--- src/rtl/man_frame_rx_if.sv ---
// man_frame_rx_if
//   Bundles the serial-side inputs and the word-side outputs of the
//   Manchester frame receiver.
//   Signals:
//     I_enable      receiver enable (low aborts a frame in progress)
//     I_CCDL_IN     asynchronous Manchester serial line
//     O_data        received word, bit 0 = first data bit on the line
//     O_valid       1-cycle strobe qualifying O_data and the error flags
//     O_parity_err  parity mismatch (qualified by O_valid)
//     O_code_err    Manchester violation (qualified by O_valid)
//     O_busy        receiver is inside a frame
//   Modports: master = line driver / word consumer, slave = receiver.
interface man_frame_rx_if #(
  parameter int P_DATA_W = 16
);
  logic                I_enable;
  logic                I_CCDL_IN;
  logic [P_DATA_W-1:0] O_data;
  logic                O_valid;
  logic                O_parity_err;
  logic                O_code_err;
  logic                O_busy;

  modport master (
    output I_enable, I_CCDL_IN,
    input  O_data, O_valid, O_parity_err, O_code_err, O_busy
  );

  modport slave (
    input  I_enable, I_CCDL_IN,
    output O_data, O_valid, O_parity_err, O_code_err, O_busy
  );
endinterface

--- src/rtl/man_frame_rx.sv ---
// man_frame_rx
//   Oversampling Manchester frame receiver. Synchronises the serial line,
//   waits for a header rising edge, rejects short header glitches, then
//   majority-votes both halves of every bit, flags Manchester violations and
//   (optionally) parity errors, and presents one word per frame.
//   Ports:
//     I_sys_clk  system clock
//     I_rst_n    asynchronous active-low reset
//     bus        man_frame_rx_if.slave (enable, serial in, word/flags out)
module man_frame_rx #(
  parameter int P_OVS       = 6,
  parameter int P_DATA_W    = 16,
  parameter int P_PARITY_EN = 1,
  parameter int P_ODD_PAR   = 1,
  parameter int P_POLARITY  = 0,
  parameter int P_HDR_LEN   = 7,
  parameter int P_HDR_MIN   = 4
) (
  input  logic           I_sys_clk,
  input  logic           I_rst_n,
  man_frame_rx_if.slave  bus
);

  localparam int H      = P_OVS / 2;
  localparam int W_TOT  = P_DATA_W + P_PARITY_EN;
  localparam int HC_W   = $clog2(P_HDR_LEN + 1);
  localparam int PH_W   = $clog2(P_OVS);
  localparam int BC_W   = $clog2(P_DATA_W + 2);
  localparam int SUM_W  = $clog2(H + 1);
  localparam logic POL_B = 1'(P_POLARITY);
  localparam logic ODD_B = 1'(P_ODD_PAR);

  typedef enum logic [1:0] {
    ST_IDLE = 2'd0,
    ST_HDR  = 2'd1,
    ST_DATA = 2'd2,
    ST_DONE = 2'd3
  } state_t;

  // Shift one decided bit in at the top so the first bit ends up in bit 0.
  // The extended temporary keeps this valid for a 1-bit frame as well.
  function automatic logic [W_TOT-1:0] shift_in(input logic [W_TOT-1:0] word, input logic b);
    logic [W_TOT:0] ext;
    ext = {b, word};
    return ext[W_TOT:1];
  endfunction

  // Parity over data and parity bit must equal the configured sense.
  function automatic logic parity_mismatch(input logic [W_TOT-1:0] word);
    return (^word) != ODD_B;
  endfunction

  state_t              state_r, next_state_s;
  logic                sync1_r, sync2_r, prev_r;
  logic                rise_s, en_s;
  logic [HC_W-1:0]     hdr_cnt_r;
  logic [PH_W-1:0]     phase_r;
  logic [BC_W-1:0]     bit_cnt_r;
  logic [SUM_W-1:0]    sum_a_r, sum_b_r, sum_b_full_s;
  logic                lvl_a_s, lvl_b_s, bit_s, last_sample_s;
  logic                code_err_r;
  logic [W_TOT-1:0]    shreg_r;
  logic                start_data_s, sample_s, emit_s;
  logic [P_DATA_W-1:0] data_r;
  logic                valid_r, parity_err_r, code_err_out_r;

  assign en_s          = bus.I_enable;
  assign rise_s        = sync2_r & ~prev_r;
  assign last_sample_s = (phase_r == PH_W'(P_OVS - 1));
  // Second-half vote includes the sample being taken in the last phase.
  assign sum_b_full_s  = sum_b_r + {{(SUM_W-1){1'b0}}, sync2_r};
  assign lvl_a_s       = ({sum_a_r, 1'b0} > (SUM_W+1)'(H));
  assign lvl_b_s       = ({sum_b_full_s, 1'b0} > (SUM_W+1)'(H));
  assign bit_s         = lvl_a_s ^ POL_B;

  // Two-flop synchroniser plus history flop for edge detection.
  always_ff @(posedge I_sys_clk or negedge I_rst_n) begin
    if (!I_rst_n) begin
      sync1_r <= 1'b0;
      sync2_r <= 1'b0;
      prev_r  <= 1'b0;
    end else begin
      sync1_r <= bus.I_CCDL_IN;
      sync2_r <= sync1_r;
      prev_r  <= sync2_r;
    end
  end

  // FSM state register.
  always_ff @(posedge I_sys_clk or negedge I_rst_n) begin
    if (!I_rst_n) begin
      state_r <= ST_IDLE;
    end else begin
      state_r <= next_state_s;
    end
  end

  // FSM next-state logic; a dropped enable beats every other transition.
  always_comb begin
    next_state_s = state_r;
    case (state_r)
      ST_IDLE: begin
        if (rise_s && en_s) next_state_s = ST_HDR;
        else                next_state_s = ST_IDLE;
      end
      ST_HDR: begin
        if (!en_s)                                               next_state_s = ST_IDLE;
        else if (!sync2_r && (hdr_cnt_r < HC_W'(P_HDR_MIN)))     next_state_s = ST_IDLE;
        else if (hdr_cnt_r == HC_W'(P_HDR_LEN - 1))              next_state_s = ST_DATA;
        else                                                     next_state_s = ST_HDR;
      end
      ST_DATA: begin
        if (!en_s)                                                  next_state_s = ST_IDLE;
        else if (last_sample_s && (bit_cnt_r == BC_W'(W_TOT - 1)))  next_state_s = ST_DONE;
        else                                                        next_state_s = ST_DATA;
      end
      ST_DONE:  next_state_s = ST_IDLE;
      default:  next_state_s = ST_IDLE;
    endcase
  end

  // FSM output decode: datapath strobes.
  always_comb begin
    start_data_s = 1'b0;
    sample_s     = 1'b0;
    emit_s       = 1'b0;
    case (state_r)
      ST_HDR:  start_data_s = (next_state_s == ST_DATA);
      ST_DATA: sample_s     = en_s;
      ST_DONE: emit_s       = en_s;
      default: begin
        start_data_s = 1'b0;
        sample_s     = 1'b0;
        emit_s       = 1'b0;
      end
    endcase
  end

  // Header length counter; only runs while in HDR.
  always_ff @(posedge I_sys_clk or negedge I_rst_n) begin
    if (!I_rst_n) begin
      hdr_cnt_r <= {HC_W{1'b0}};
    end else if (state_r == ST_HDR) begin
      hdr_cnt_r <= hdr_cnt_r + HC_W'(1);
    end else begin
      hdr_cnt_r <= {HC_W{1'b0}};
    end
  end

  // Bit sampler: phase counter, half-bit vote sums, shift register, code error.
  always_ff @(posedge I_sys_clk or negedge I_rst_n) begin
    if (!I_rst_n) begin
      phase_r    <= {PH_W{1'b0}};
      bit_cnt_r  <= {BC_W{1'b0}};
      sum_a_r    <= {SUM_W{1'b0}};
      sum_b_r    <= {SUM_W{1'b0}};
      code_err_r <= 1'b0;
      shreg_r    <= {W_TOT{1'b0}};
    end else if (start_data_s) begin
      phase_r    <= {PH_W{1'b0}};
      bit_cnt_r  <= {BC_W{1'b0}};
      sum_a_r    <= {SUM_W{1'b0}};
      sum_b_r    <= {SUM_W{1'b0}};
      code_err_r <= 1'b0;
    end else if (sample_s) begin
      if (last_sample_s) begin
        phase_r   <= {PH_W{1'b0}};
        sum_a_r   <= {SUM_W{1'b0}};
        sum_b_r   <= {SUM_W{1'b0}};
        bit_cnt_r <= bit_cnt_r + BC_W'(1);
        shreg_r   <= shift_in(shreg_r, bit_s);
        // Equal half levels cannot be a valid Manchester symbol.
        if (lvl_a_s == lvl_b_s) code_err_r <= 1'b1;
        else                    code_err_r <= code_err_r;
      end else begin
        phase_r <= phase_r + PH_W'(1);
        if (phase_r < PH_W'(H)) sum_a_r <= sum_a_r + {{(SUM_W-1){1'b0}}, sync2_r};
        else                    sum_b_r <= sum_b_r + {{(SUM_W-1){1'b0}}, sync2_r};
      end
    end else begin
      phase_r <= phase_r;
    end
  end

  // Registered word outputs; strobes last one cycle, O_data holds until the next word.
  always_ff @(posedge I_sys_clk or negedge I_rst_n) begin
    if (!I_rst_n) begin
      data_r         <= {P_DATA_W{1'b0}};
      valid_r        <= 1'b0;
      parity_err_r   <= 1'b0;
      code_err_out_r <= 1'b0;
    end else if (emit_s) begin
      data_r         <= shreg_r[P_DATA_W-1:0];
      valid_r        <= 1'b1;
      parity_err_r   <= (P_PARITY_EN != 0) ? parity_mismatch(shreg_r) : 1'b0;
      code_err_out_r <= code_err_r;
    end else begin
      valid_r        <= 1'b0;
      parity_err_r   <= 1'b0;
      code_err_out_r <= 1'b0;
    end
  end

  assign bus.O_data       = data_r;
  assign bus.O_valid      = valid_r;
  assign bus.O_parity_err = parity_err_r;
  assign bus.O_code_err   = code_err_out_r;
  assign bus.O_busy       = (state_r != ST_IDLE);

endmodule
--- src/flat_wrapper.sv ---
// flat-port wrapper written by rule: the top's interface ports become plain ports
module man_frame_rx_flat 
#(
  parameter int P_OVS       = 6,
  parameter int P_DATA_W    = 16,
  parameter int P_PARITY_EN = 1,
  parameter int P_ODD_PAR   = 1,
  parameter int P_POLARITY  = 0,
  parameter int P_HDR_LEN   = 7,
  parameter int P_HDR_MIN   = 4
)
  (I_sys_clk, I_rst_n, bus_I_enable, bus_I_CCDL_IN, bus_O_data, bus_O_valid, bus_O_parity_err, bus_O_code_err, bus_O_busy);
  man_frame_rx_if #(.P_DATA_W(P_DATA_W)) bus_i ();
  input  logic I_sys_clk;
  input  logic I_rst_n;
  input wire logic [$bits(bus_i.I_enable)-1:0] bus_I_enable;
  input wire logic [$bits(bus_i.I_CCDL_IN)-1:0] bus_I_CCDL_IN;
  output wire logic [$bits(bus_i.O_data)-1:0] bus_O_data;
  output wire logic [$bits(bus_i.O_valid)-1:0] bus_O_valid;
  output wire logic [$bits(bus_i.O_parity_err)-1:0] bus_O_parity_err;
  output wire logic [$bits(bus_i.O_code_err)-1:0] bus_O_code_err;
  output wire logic [$bits(bus_i.O_busy)-1:0] bus_O_busy;
  assign bus_i.I_enable = bus_I_enable;
  assign bus_i.I_CCDL_IN = bus_I_CCDL_IN;
  assign bus_O_data = bus_i.O_data;
  assign bus_O_valid = bus_i.O_valid;
  assign bus_O_parity_err = bus_i.O_parity_err;
  assign bus_O_code_err = bus_i.O_code_err;
  assign bus_O_busy = bus_i.O_busy;
  man_frame_rx #(.P_OVS(P_OVS), .P_DATA_W(P_DATA_W), .P_PARITY_EN(P_PARITY_EN), .P_ODD_PAR(P_ODD_PAR), .P_POLARITY(P_POLARITY), .P_HDR_LEN(P_HDR_LEN), .P_HDR_MIN(P_HDR_MIN)) u_core (.I_sys_clk(I_sys_clk), .I_rst_n(I_rst_n), .bus(bus_i));
endmodule
--- config.mk ---
export PLATFORM = sky130hd
export DESIGN_NAME = man_frame_rx_flat
export DESIGN_NICKNAME = d
export VERILOG_FILES = /design/src/rtl/man_frame_rx_if.sv /design/src/rtl/man_frame_rx.sv /design/src/flat_wrapper.sv
export SDC_FILE = /design/constraint.sdc
export NUM_CORES = 1
export LEC_CHECK = 0
export ABC_CLOCK_PERIOD_IN_PS = 1700
export BUFFER_PORTS_ARGS = -buffer_cell sky130_fd_sc_hd__buf_2
export CAP_MARGIN = 20
export CORE_ASPECT_RATIO = 0.9
export CORE_UTILIZATION = 45
export CTS_CLUSTER_DIAMETER = 40
export DETAILED_ROUTE_END_ITERATION = 8
export PLACE_DENSITY = 0.66
export SYNTH_ARGS = -nofsm -noshare
export SYNTH_HDL_FRONTEND = slang
export SYNTH_SLANG_ARGS = --single-unit
--- constraint.sdc ---
create_clock -name I_sys_clk -period 1.7 [get_ports I_sys_clk]
set_clock_uncertainty 0.15 [all_clocks]
set_input_delay 0.425 -clock I_sys_clk [delete_from_list [all_inputs] [get_ports I_sys_clk]]
set_output_delay 0.425 -clock I_sys_clk [all_outputs]
set_load 0.01 [all_outputs]
* After elaboration in Yosys (flattened, before gate mapping)
Cells that the tools add are included.
** Word-level totals
- Bits in registers :: 57
- Word-level logic and storage cells :: 85
- Bits of input ports :: 4
- Output and inout port bits :: 20
** Operators by class
- Bitwise logic cells :: 4
- Reductions and logical operators :: 16
- $lt $le $gt $ge :: 4
- Equal/unequal tests :: 9
- Add/subtract/negate cells :: 5
- Mux-type cells :: 32
** Operators by type and width (number)
- two-way mux 2 bit :: 12
- XOR reduction 17 bit :: 1
- two-way mux 5 bit :: 3
- two-way mux 1 bit :: 12
- two-way mux 3 bit :: 4
- one-hot mux 2 bit (4 select lines) :: 1
- nonzero test 2 bit :: 4
- adder 3 x 1 -> 3 bit, second input constant :: 2
- equality test 2 bit, second input constant :: 3
- equality test 3 bit, second input constant :: 2
- greater-than comparator 3 x 2 -> 1 bit, second input constant :: 2
- AND reduction 2 bit :: 3
- AND reduction 3 bit :: 2
- adder 5 x 1 -> 5 bit, second input constant :: 1
- equality test 5 bit, second input constant :: 1
- adder 2 x 1 -> 2 bit :: 2
- logical AND 1 bit :: 3
- less-than comparator 3 x 2 -> 1 bit, second input constant :: 1
- less-than comparator 3 bit, second input constant :: 1
- inequality test 3 x 1 -> 1 bit, second input constant :: 1
- inverter 1 bit :: 3
- nonzero test 3 bit :: 1
- equality test 2 x 1 -> 1 bit, second input constant :: 1
- zero test 2 bit :: 1
- other kinds (3) :: 3

* Depth between registers and ports, before layout
Gate-level depths: netlist of the first run.
- Depth after elaboration :: 9
- Mapped depth :: 6
- Depth with buffers taken out :: 5

* Least setup slack after synthesis of the first run
No wires, ideal clock.
- Path kind :: register to register
- Start :: reg u_core.state_r[0]
- End :: reg u_core.shreg_r[10]
- Slack :: 0.046 ns
- Data required time :: 1.425 ns
- Setup time :: 0.125 ns
- Arrival time :: 1.379 ns
- Path buffers :: 1
- Period minus slack after synthesis :: 1.654 ns
- Cell stages (with the launch flop) :: 5
- Cells stage by stage :: dfrtp_1 > nand3b_2 > nor2_2 > buf_4 > mux2_2
** On the way
- Cells in the longest elaborated chain, start to end :: 6
- Elaborated cells between the ends (all ways) :: 10
- Classes of those cells :: eq/ne (4); mux (3); bitwise (1); reduce/logical (2)
** RTL lines
- from (decl) :: RTL line man_frame_rx.sv:53 : state_t state_r, next_state_s;
- from (signal assigned) :: RTL line man_frame_rx.sv:94 : state_r <= next_state_s;
- equality test 2 bit (tied with other cells) :: RTL line man_frame_rx.sv:101 : case (state_r)
- one-hot mux 2 bit (4 select lines) :: RTL line man_frame_rx.sv:101
- equality test 2 bit :: RTL line man_frame_rx.sv:128 : ST_HDR: start_data_s = (next_state_s == ST_DATA);
- two-way mux 1 bit :: RTL line man_frame_rx.sv:127 : case (state_r)
- inverter 1 bit (no line)
- AND reduction 3 bit (no line) (*)
- to (signal assigned) :: RTL line man_frame_rx.sv:158 : shreg_r <= {W_TOT{1'b0}};
- to (signal assigned) :: RTL line man_frame_rx.sv:171 : shreg_r <= shift_in(shreg_r, bit_s);
- to (decl) :: RTL line man_frame_rx.sv:62 : logic [W_TOT-1:0] shreg_r;
Every way passes the cells marked *; elsewhere a longest branch is shown, timed or not.
A chain may end at the register's enable or synchronous reset.

* Worst setup path after layout of the first run
- Start :: reg u_core.state_r[0]
- End :: out bus_O_busy
** On the way
- Cells in the longest elaborated chain, start to end :: 1
** RTL lines
- nonzero test 2 bit :: RTL line man_frame_rx.sv:208 : assign bus.O_busy = (state_r != ST_IDLE);
- to (decl) :: RTL line flat_wrapper.sv:22 : output wire logic [$bits(bus_i.O_busy)-1:0] bus_O_busy;
Every way passes these cells.

==> results of run 1 <==
==> registers in the layout, summed over array words and instances, names as in the netlist <==
name and count:
u_core.bit_cnt_r 5, u_core.bus.O_code_err 1, u_core.bus.O_data 16, u_core.bus.O_parity_err 1
u_core.bus.O_valid 1, u_core.code_err_r 1, u_core.hdr_cnt_r 3, u_core.phase_r 3
u_core.prev_r 1, u_core.shreg_r 17, u_core.state_r 2, u_core.sum_a_r 2
u_core.sum_b_r 2, u_core.sync1_r 1, u_core.sync2_r 1
==> area by class of cell <==
type / instances / area (sq um)
Multi-Input combinational cell: 157 / 1040
Timing Repair Buffer: 42 / 317
Clock inverter: 6 / 58.8
Sequential cell: 57 / 1430
Tap cell: 67 / 83.8
Fill cell: 444 / 2250
Clock buffer: 10 / 128
Inverter: 5 / 18.8
==> layout by cell type, fill, tap and decap left out, types with 2 or more instances in the layout <==
master	instances
buf_4	13
mux2i_1	2
mux2_2	12
nand3_1	6
nor2_1	12
buf_6	3
xnor3_1	2
nand4_1	3
a21oi_1	10
nand2b_1	3
buf_12	2
clkbuf_8	9
dfrtp_1	57
mux2_1	5
nor3_1	2
nand4b_1	2
buf_2	22
ha_1	6
xor2_1	5
xnor2_1	13
and2_1	2
o21ai_0	6
clkinv_2	4
inv_1	5
nand2_1	54
and3b_1	2
==> worst paths after layout <==
| path | to | slack (ns) | depth (start not counted) |
|---|---|---|---|
| min in group asynchronous | u_core.phase_r[2]$_DFFE_PN0P_ | 0.47 | 3 |
| min | u_core.sync1_r$_DFF_PN0_ | 0.05 | 1 |
| min reg2reg | u_core.sync2_r$_DFF_PN0_ | 0.20 | 0 |
| max in group asynchronous | u_core.bus.O_parity_err$_DFF_PN0_ | 0.68 | 3 |
| max reg2reg | u_core.shreg_r[13]$_DFFE_PN0P_ | -0.02 | 5 |
| max | bus_O_busy | -0.05 | 3 |
==> logic make-up after synthesis <==
logic type	count (synthesis)	synth area share
simple gates	93	0.167
flops	57	0.570
xor+xnor	21	0.0875
mux	19	0.0845
compound gates	18	0.0370
buf+inv	13	0.0240
fa+ha+maj	6	0.0300
==> metrics by stage <==
step,worst slack [ns],instances
5_1_grt,-0.103,344
4_1_cts,-0.0526,340
3_5_place_dp,0.0938,321
2_1_floorplan,0.0463,227
6_report,-0.0472,344
3_3_place_gp,0.0989,321
==> repair_timing <==
action / 4_1_cts / 5_1_grt
setup endpoints to repair: 1 / 21
hold endpoints to repair: 57 / 0
resized for setup: 4 / 3
cloned: 0 / 2
pin swaps: 0 / 1
hold buffers: 1 / 0
buffers inserted: 2 / 2
==> routing by layer <==
layer	vias to the layer above	global-route usage
met4	0	0.0655
met2	26	0.273
met3	6	0.0788
li1	845	-
met1	821	0.224
met5	-	0
==> Yosys cell counts, drive strengths merged <==
| cell | instances |
|---|---|
| a21oi | 11 |
| and2 | 2 |
| and3b | 2 |
| buf | 5 |
| clkbuf | 3 |
| dfrtp | 57 |
| ha | 6 |
| inv | 5 |
| mux2 | 17 |
| mux2i | 2 |
| nand2 | 54 |
| nand2b | 3 |
| nand3 | 6 |
| nand3b | 2 |
| nand4 | 3 |
| nand4b | 2 |
| nor2 | 14 |
| nor3 | 3 |
| o21ai | 6 |
| o31ai | 1 |
| or2 | 1 |
| or3 | 1 |
| xnor2 | 14 |
| xnor3 | 2 |
| xor2 | 5 |
==> power groups by stage <==
stage                     sequential, W  clock (W)  combinational, W
after floorplan                 0.00140          0         0.0000158
after global placement          0.00140          0         0.0000594
after detailed placement        0.00140          0         0.0000593
after CTS                       0.00138    0.00124         0.0000686
after global routing            0.00138    0.00130         0.0000798
final                           0.00138    0.00120         0.0000682
==> worst max-delay path: cells and delay by family, from the launching register on <==
kind / cells / cell delay, ns
buffers and inverters: 2 / 0.24
flip-flops: 1 / 0.39
AND/OR/NAND/NOR: 1 / 0.22
==> impl_metrics.toml, run 1 <==
[status]
status = "complete, but fails checks"
violations = "setup timing"

[timing]
rsz0062_at_grt = "yes"
setup_viol = 16
fmax_mhz = 572
max_slew_margin = 0.801
finalCritPeriodShare = 1.03
hold_violations = 0
fin_hold_ws_ns = 0.0507
setup_slack_ns = -0.0472
period_needed_ns = 1.75
slew_violations = 0
fin_setup_tns_ns = -0.165
worst_pin_slew_ns = 0.299

[setup_path]
end_kind = "primary output"
slowest_stage = "dfrtp_1"
crit_required_ns = 1.12
critPathMostFrequentCell = "buf_6"
cp_data_arrival_time_ns = 1.17
path_cells = "buf_6, or2_4, buf_6"
start_kind = "flip-flop"
cp_max_fo = 2
startpoint = "u_core.state_r[0]$_DFF_PN0_"
rr_startpoint = "u_core.state_r[0]$_DFF_PN0_"
critPathMaxStageDelay_ns = 0.39
critical_path_class = "flip-flop to primary output"

[synth]
synth_cell_types = 30
synth-seq-cells = 57
syn_nets = 237
netlist.area_leader.share = 0.570
synthCells = 227
syn_area_per_cell_sq_um = 11.0
seq_area_frac_synth = 0.570
yosysTopAreaCell = "dfrtp_1"
syn_area_sq_mm = 0.00250
ys_warn_count = 0
ys_top_cells_by_area = "dfrtp_1 57%, nand2_1 8.1%, mux2_2 5.4%"

[global_route]
grt_pass1_wl_mm = 7.61
grt_usage = 0.178
grt_overflow = 0
first_global_vias = 1621
grt_max_degree = 58
antenna_found_initial = 0

[layout]
area_delta_synth_final_pct = 22.5
utilization = 0.577
diodes = 0
drive_gt1_frac = 0.271
nets = 282
postLayoutCellArea_sq_mm = 0.00307

[place]
io_buffers = 23
placedInstanceArea_sq_mm = 0.00278
gp_congestion = 0.806
dp_hpwl_mm = 2.91

[clock_network]
numCtsBuffers = 9
htreeDepth = 3
cts_root_buffer = "clkbuf_8"
clkLatencyLatePin_ns = 0.33
tritoncts = "done"
clock_sinks = 57
clkTransAtPathRegs_ns = 0.07
clock_path_buffers = 2

[floorplan]
io-pin-count = 24
start_util = 0.471
core_area_sq_mm = 0.00532
dieArea_sq_mm = 0.00587
die_w_um = 80.6
die_y_um = 72.8
rows = 25

[power_and_ir_drop]
leakage_nw = 1.62
p_total_w = 0.00264
cell_internal_pwr_w = 0.00206
p_seq_frac = 0.521
power.switching_w = 0.000577
switching_share = 0.218
irDropWorstVdd_mv = 0.629
powerDensity_mw_per_mm2 = 860
p_comb_frac = 0.026
clock_power_share = 0.453

[route]
wl_met1_mm = 2.16
wl_mm = 4.46
dr.max_layer_used = "met4"
met3_length_um = 163
wl_met2_mm = 2.07
first_iter_violations = 84
via_count = 1698
wl_per_cell_um = 13.0
first_pass_iters = 4
via_per_inst = 4.94
drc = 0
postRouteAntennaNets = 0

[worst_hold_path]
hp-start = "bus_I_CCDL_IN"
min_path_type = "input pin to flip-flop"

[job]
drv_cap = 0
No activity file was read; power rests on OpenSTA's default activity.
==> run 2: changes to the inputs <==
--- a/config.mk
+++ b/config.mk
@@ -9,6 +9,7 @@
 export BUFFER_PORTS_ARGS = -buffer_cell sky130_fd_sc_hd__buf_2
 export CAP_MARGIN = 20
 export CORE_ASPECT_RATIO = 0.9
+export CORE_MARGIN = 5
 export CORE_UTILIZATION = 45
 export CTS_CLUSTER_DIAMETER = 40
 export DETAILED_ROUTE_END_ITERATION = 8
==> run 2 against run 1 <==
  * The run still ends with setup timing left
  * First-iteration DRC count down 19%
  * Via count down 2.5%
  * Utilization is 0.33 points lower
  * Maximum frequency increased by 0.12%
  * Register-to-register slack better by 0.02 ns
  * Highest routed layer unchanged
==> impl_metrics.toml, run 2 (same netlist as run 1, synthesis figures left out) <==
[power_and_ir_drop]
irDropWorstVdd_mv = 0.503
leakage_nw = 1.58
powerDensity_mw_per_mm2 = 912

[layout]
final_common_cell = "dfrtp_1"
largest_reg_flops = 17
diodes = 0
nets = 279
layout_common_cells = "57 x dfrtp_1, 54 x nand2_1, 22 x buf_2"
area_delta_synth_final_pct = 21.8
postLayoutCellArea_sq_mm = 0.00305
largest_register = "u_core.shreg_r"
utilization = 0.574
drive_gt1_frac = 0.263
stdcell_count = 341

[timing]
setup_slack_ns = -0.0450
worst_pin_slew_ns = 0.304
setup_viol = 1
fin_setup_tns_ns = -0.0450
hold_violations = 0
slew_violations = 0
max_slew_margin = 0.797
period_needed_ns = 1.75
fmax_mhz = 573
rsz0062_at_grt = "yes"
finalCritPeriodShare = 1.03

[clock_network]
numCtsBuffers = 9
clock_path_buffers = 2
clkLatencyLatePin_ns = 0.33
tritoncts = "done"
cts_root_buffer = "clkbuf_8"
clock_sinks = 57
clkTransAtPathRegs_ns = 0.06
htreeDepth = 3

[floorplan]
start_util = 0.471
dieArea_sq_mm = 0.00716
die_w_um = 88.6
die_y_um = 80.8
rows = 25
io-pin-count = 24
core_area_sq_mm = 0.00532

[route]
met3_length_um = 263
via_per_inst = 4.86
wl_met2_mm = 2.13
via_count = 1656
first_pass_iters = 4
wl_mm = 4.62
dr.max_layer_used = "met4"
wl_per_cell_um = 13.5
wl_met1_mm = 2.15
first_iter_violations = 68
postRouteAntennaNets = 0
drc = 0

[worst_hold_path]
hp-start = "bus_I_CCDL_IN"
min_path_type = "input pin to flip-flop"
hold_end = "u_core.sync1_r$_DFF_PN0_"
min_path_cells = 1

[setup_path]
regToRegSetupSlack_ns = 0
rr_worst_depth = 5
slowest_stage = "dfrtp_1"
r2r-end = "u_core.shreg_r[15]$_DFFE_PN0P_"
rr_startpoint = "u_core.state_r[0]$_DFF_PN0_"
critPathMostFrequentCell = "buf_6"
crit_required_ns = 1.12
critPathMaxStageDelay_ns = 0.39
path_cells = "buf_6, or2_4, buf_6"
cp_max_fo = 2
critical_path_class = "flip-flop to primary output"
cp_data_arrival_time_ns = 1.17
end_kind = "primary output"
start_kind = "flip-flop"

[place]
gp_congestion = 0.761
dp_hpwl_mm = 2.96
placedInstanceArea_sq_mm = 0.00276
io_buffers = 23
dp_cells = 319

[status]
status = "complete, but fails checks"
violations = "setup timing"

[global_route]
first_global_vias = 1711
grt_usage = 0.155
grt_max_degree = 58
grt_pass1_wl_mm = 8.21
grt_overflow = 0
antenna_found_initial = 0

[job]
drv_cap = 0
run 2: how the worst max path moves through the flow:
stage / start / to / slack (ns) / cells after the start
after global routing: u_core.state_r[0]$_DFF_PN0_ / bus_O_busy / -0.10 / 3
final: u_core.state_r[0]$_DFF_PN0_ / bus_O_busy / -0.05 / 3
after CTS: u_core.state_r[0]$_DFF_PN0_ / bus_O_busy / -0.06 / 3
after global placement: bus_I_enable / u_core.bus.O_parity_err$_DFF_PN0_ / 0.11 / 5
after detailed placement: bus_I_enable / u_core.shreg_r[15]$_DFFE_PN0P_ / 0.08 / 5
after floorplan: u_core.state_r[0]$_DFF_PN0_ / u_core.shreg_r[10]$_DFFE_PN0P_ / 0.05 / 4
run 2: critical path: cells and delay by family (launching register included):
kind,cells,cell delay [ns]
simple gates,1,0.22
buf+inv,2,0.24
flops,1,0.39
run 2: layout make-up:
cell class                 instances  area (sq um)
timing repair inverter             2          15.0
inverter                           5          22.5
sequential                        57          1430
clock inverter                     6          82.6
timing repair buffer              37           258
multi-input combinational        157          1030
clock buffer                      10           128
fill                             482          2270
tap                               67          83.8
run 2: where the power goes:
group	switching, W	leakage (nW)	internal [W]	total [W]
sequential	0.00000894	0.788	0.00137	0.00138
combinational	0.0000407	0.691	0.0000263	0.0000670
clock	0.000524	0.106	0.000817	0.00134
run 2: what timing repair did:
action	4_1_cts	5_1_grt
pin swaps	1	0
hold buffers	1	0
cloned	0	2
buffers inserted	2	1
resized for setup	4	5
setup endpoints to repair	1	20
hold endpoints to repair	57	0
run 2: layer usage:
layer,vias to the layer above,track usage
li1,833,-
met1,785,0.195
met2,30,0.236
met3,8,0.0690
met4,0,0.0544
met5,-,0
run 2: per-stage QoR:
stage	hold WS (ns)	total power [W]	setup WS, ns
2_1_floorplan	-0.0206	0.00142	0.0463
3_3_place_gp	0.182	0.00146	0.107
3_5_place_dp	0.189	0.00146	0.0844
4_1_cts	0.0318	0.00282	-0.0627
5_1_grt	0.0284	0.00291	-0.100
6_report	0.0496	0.00278	-0.0450
==> run 3: changes to the inputs <==
--- a/config.mk
+++ b/config.mk
@@ -9,11 +9,12 @@
 export BUFFER_PORTS_ARGS = -buffer_cell sky130_fd_sc_hd__buf_2
 export CAP_MARGIN = 20
 export CORE_ASPECT_RATIO = 0.9
-export CORE_MARGIN = 5
+export CORE_MARGIN = 4
 export CORE_UTILIZATION = 45
 export CTS_CLUSTER_DIAMETER = 40
 export DETAILED_ROUTE_END_ITERATION = 8
-export PLACE_DENSITY = 0.66
+export PLACE_DENSITY = 0.76
+export SLEW_MARGIN = 30
 export SYNTH_ARGS = -nofsm -noshare
 export SYNTH_HDL_FRONTEND = slang
 export SYNTH_SLANG_ARGS = --single-unit
==> run 3 against run 2 <==
  * The flow still finishes with violations (setup timing)
  * Design area is 3.2% higher
  * Critical endpoint unchanged
  * Count of clock-buffer cells in the layout increased by 4
  * Global-route usage is 0.62 points lower
  * Largest power group unchanged
  * Sequential share of layout area fell by 1.5 points
  * Wire length increased by 7.8%
  * Register-to-register slack got worse by 0.04 ns
==> impl_metrics.toml, run 3 (same netlist as run 1, synthesis figures left out) <==
[setup_path]
end_kind = "primary output"
cp_num_buf_inv = 1
start_kind = "flip-flop"
regToRegSetupSlack_ns = -0.04
cp_max_fo = 6
path_cells = "or2_4, buf_6"
cp_data_arrival_time_ns = 1.19
critPathMaxStageDelay_ns = 0.46
critical_path_class = "flip-flop to primary output"
slowest_stage = "dfrtp_1"
crit_required_ns = 1.12
path_delay_family = "flip-flops"

[layout]
largest_register = "u_core.shreg_r"
final_common_cell = "dfrtp_1"
multi_input_area_sq_mm = 0.00107
area_delta_synth_final_pct = 25.8
diodes = 0
largest_reg_flops = 17
fill_cells = 416
layout_common_cells = "57 x dfrtp_1, 54 x nand2_1, 22 x buf_2"
seqCellArea_sq_mm = 0.00143
nets = 281
drive_gt1_frac = 0.279

[route]
first_iter_violations = 76
first_pass_iters = 4
drc = 0
postRouteAntennaNets = 0
via_count = 1741
wl_mm = 4.97
via_per_inst = 5.08
wl_per_cell_um = 14.5

[timing]
max_slew_margin = 0.802
fmax_mhz = 566
slew_violations = 0
period_needed_ns = 1.77
worst_pin_slew_ns = 0.295
setup_viol = 9
rsz0062_at_grt = "yes"
fin_setup_tns_ns = -0.295
setup_slack_ns = -0.0660
finalCritPeriodShare = 1.04
hold_violations = 0

[clock_network]
clkTransAtPathRegs_ns = 0.06
htreeDepth = 3
clkLatencyLatePin_ns = 0.33
clock_path_buffers = 2
numCtsBuffers = 9
tritoncts = "done"
cts_root_buffer = "clkbuf_8"
clock_sinks = 57

[place]
dp_hpwl_mm = 2.99
dp_slack_ns = 0.0833
io_buffers = 23
gp_congestion = 0.786

[job]
drv_cap = 0

[global_route]
grt_max_degree = 58
grt_overflow = 0
grt_usage = 0.148
antenna_found_initial = 0
grt_pass1_wl_mm = 7.82
first_global_vias = 1683

[floorplan]
start_util = 0.471
core_area_sq_mm = 0.00532
dieArea_sq_mm = 0.00682
die_w_um = 86.6
io-pin-count = 24
die_y_um = 78.8
rows = 25

[status]
status = "complete, but fails checks"
violations = "setup timing"

[worst_hold_path]
min_path_type = "input pin to flip-flop"

[power_and_ir_drop]
powerDensity_mw_per_mm2 = 873
leakage_nw = 1.65
irDropWorstVdd_mv = 0.582
p_total_w = 0.00275
[run 3: changes by cell type in the layout (fill, tap and decap cells not counted), sizes merged]
cell / change
clkbuf: +6
clkinv: -2
clkinvlp: -4
bufinv: -1
inv: +1
buf: +2
[run 3: final cells by class]
cell class | instances | area share
multi-input cells | 157 | 0.341
clock buffers | 14 | 0.0548
repair buffers | 41 | 0.108
flip-flops and latches | 57 | 0.453
clock inverters | 2 | 0.0111
well taps | 67 | 0.0266
inverters | 5 | 0.00596
[run 3: final timing paths]
kind	cells past startpoint	from	endpoint
setup / recovery	2	u_core.state_r[1]$_DFF_PN0_	bus_O_busy
hold / removal	1	bus_I_CCDL_IN	u_core.sync1_r$_DFF_PN0_
setup reg to reg	5	u_core.state_r[0]$_DFF_PN0_	u_core.shreg_r[15]$_DFFE_PN0P_
min in group asynchronous	3	I_rst_n	u_core.sum_b_r[1]$_DFFE_PN0P_
max in group asynchronous	3	I_rst_n	u_core.bus.O_data[7]$_DFFE_PN0P_
hold reg to reg	0	u_core.sync1_r$_DFF_PN0_	u_core.sync2_r$_DFF_PN0_
[run 3: per-stage QoR]
| stage | cells | area (sq um) | utilization | hold WS [ns] |
|---|---|---|---|---|
| finish | 343 | 3150 | 0.592 | 0.0511 |
| global route | 343 | 3150 | 0.592 | 0.0436 |
| CTS | 338 | 3020 | 0.569 | 0.0389 |
| detailed placement | 319 | 2770 | 0.522 | 0.193 |
| global placement | 319 | 2770 | 0.522 | 0.184 |
| floorplan | 227 | 2500 | - | -0.0206 |
[run 3: worst register-to-register path, cell delays in order (launching register included)]
cell and delay (ns):
dfrtp_1 0.39, buf_4 0.15, nand3b_4 0.16, nor2_4 0.25, clkbuf_16 0.20, mux2_2 0.33
[run 3: repair_timing]
item,in CTS,in global routing
endpoints found under the setup margin,1,20
hold buffers,1,0
pin swaps,1,2
buffers inserted,2,2
gates resized for setup,4,12
gates cloned,0,3
hold endpoints to repair,57,0
[run 3: layer usage]
metal  share of wire  wire [um]  vias to the layer above  global-route usage
met3           0.034        169                       10              0.0311
met2            0.48       2360                       30               0.227
met1            0.47       2350                      866               0.192
met5               0          0                        -                   0
li1                -          -                      835                   -
met4           0.019         93                        0              0.0919
[run 3: power by group]
| group | total, W | switching [W] | internal, W |
|---|---|---|---|
| registers | 0.00138 | 0.00000897 | 0.00137 |
| clock network | 0.00130 | 0.000507 | 0.000796 |
| logic | 0.0000689 | 0.0000419 | 0.0000271 |
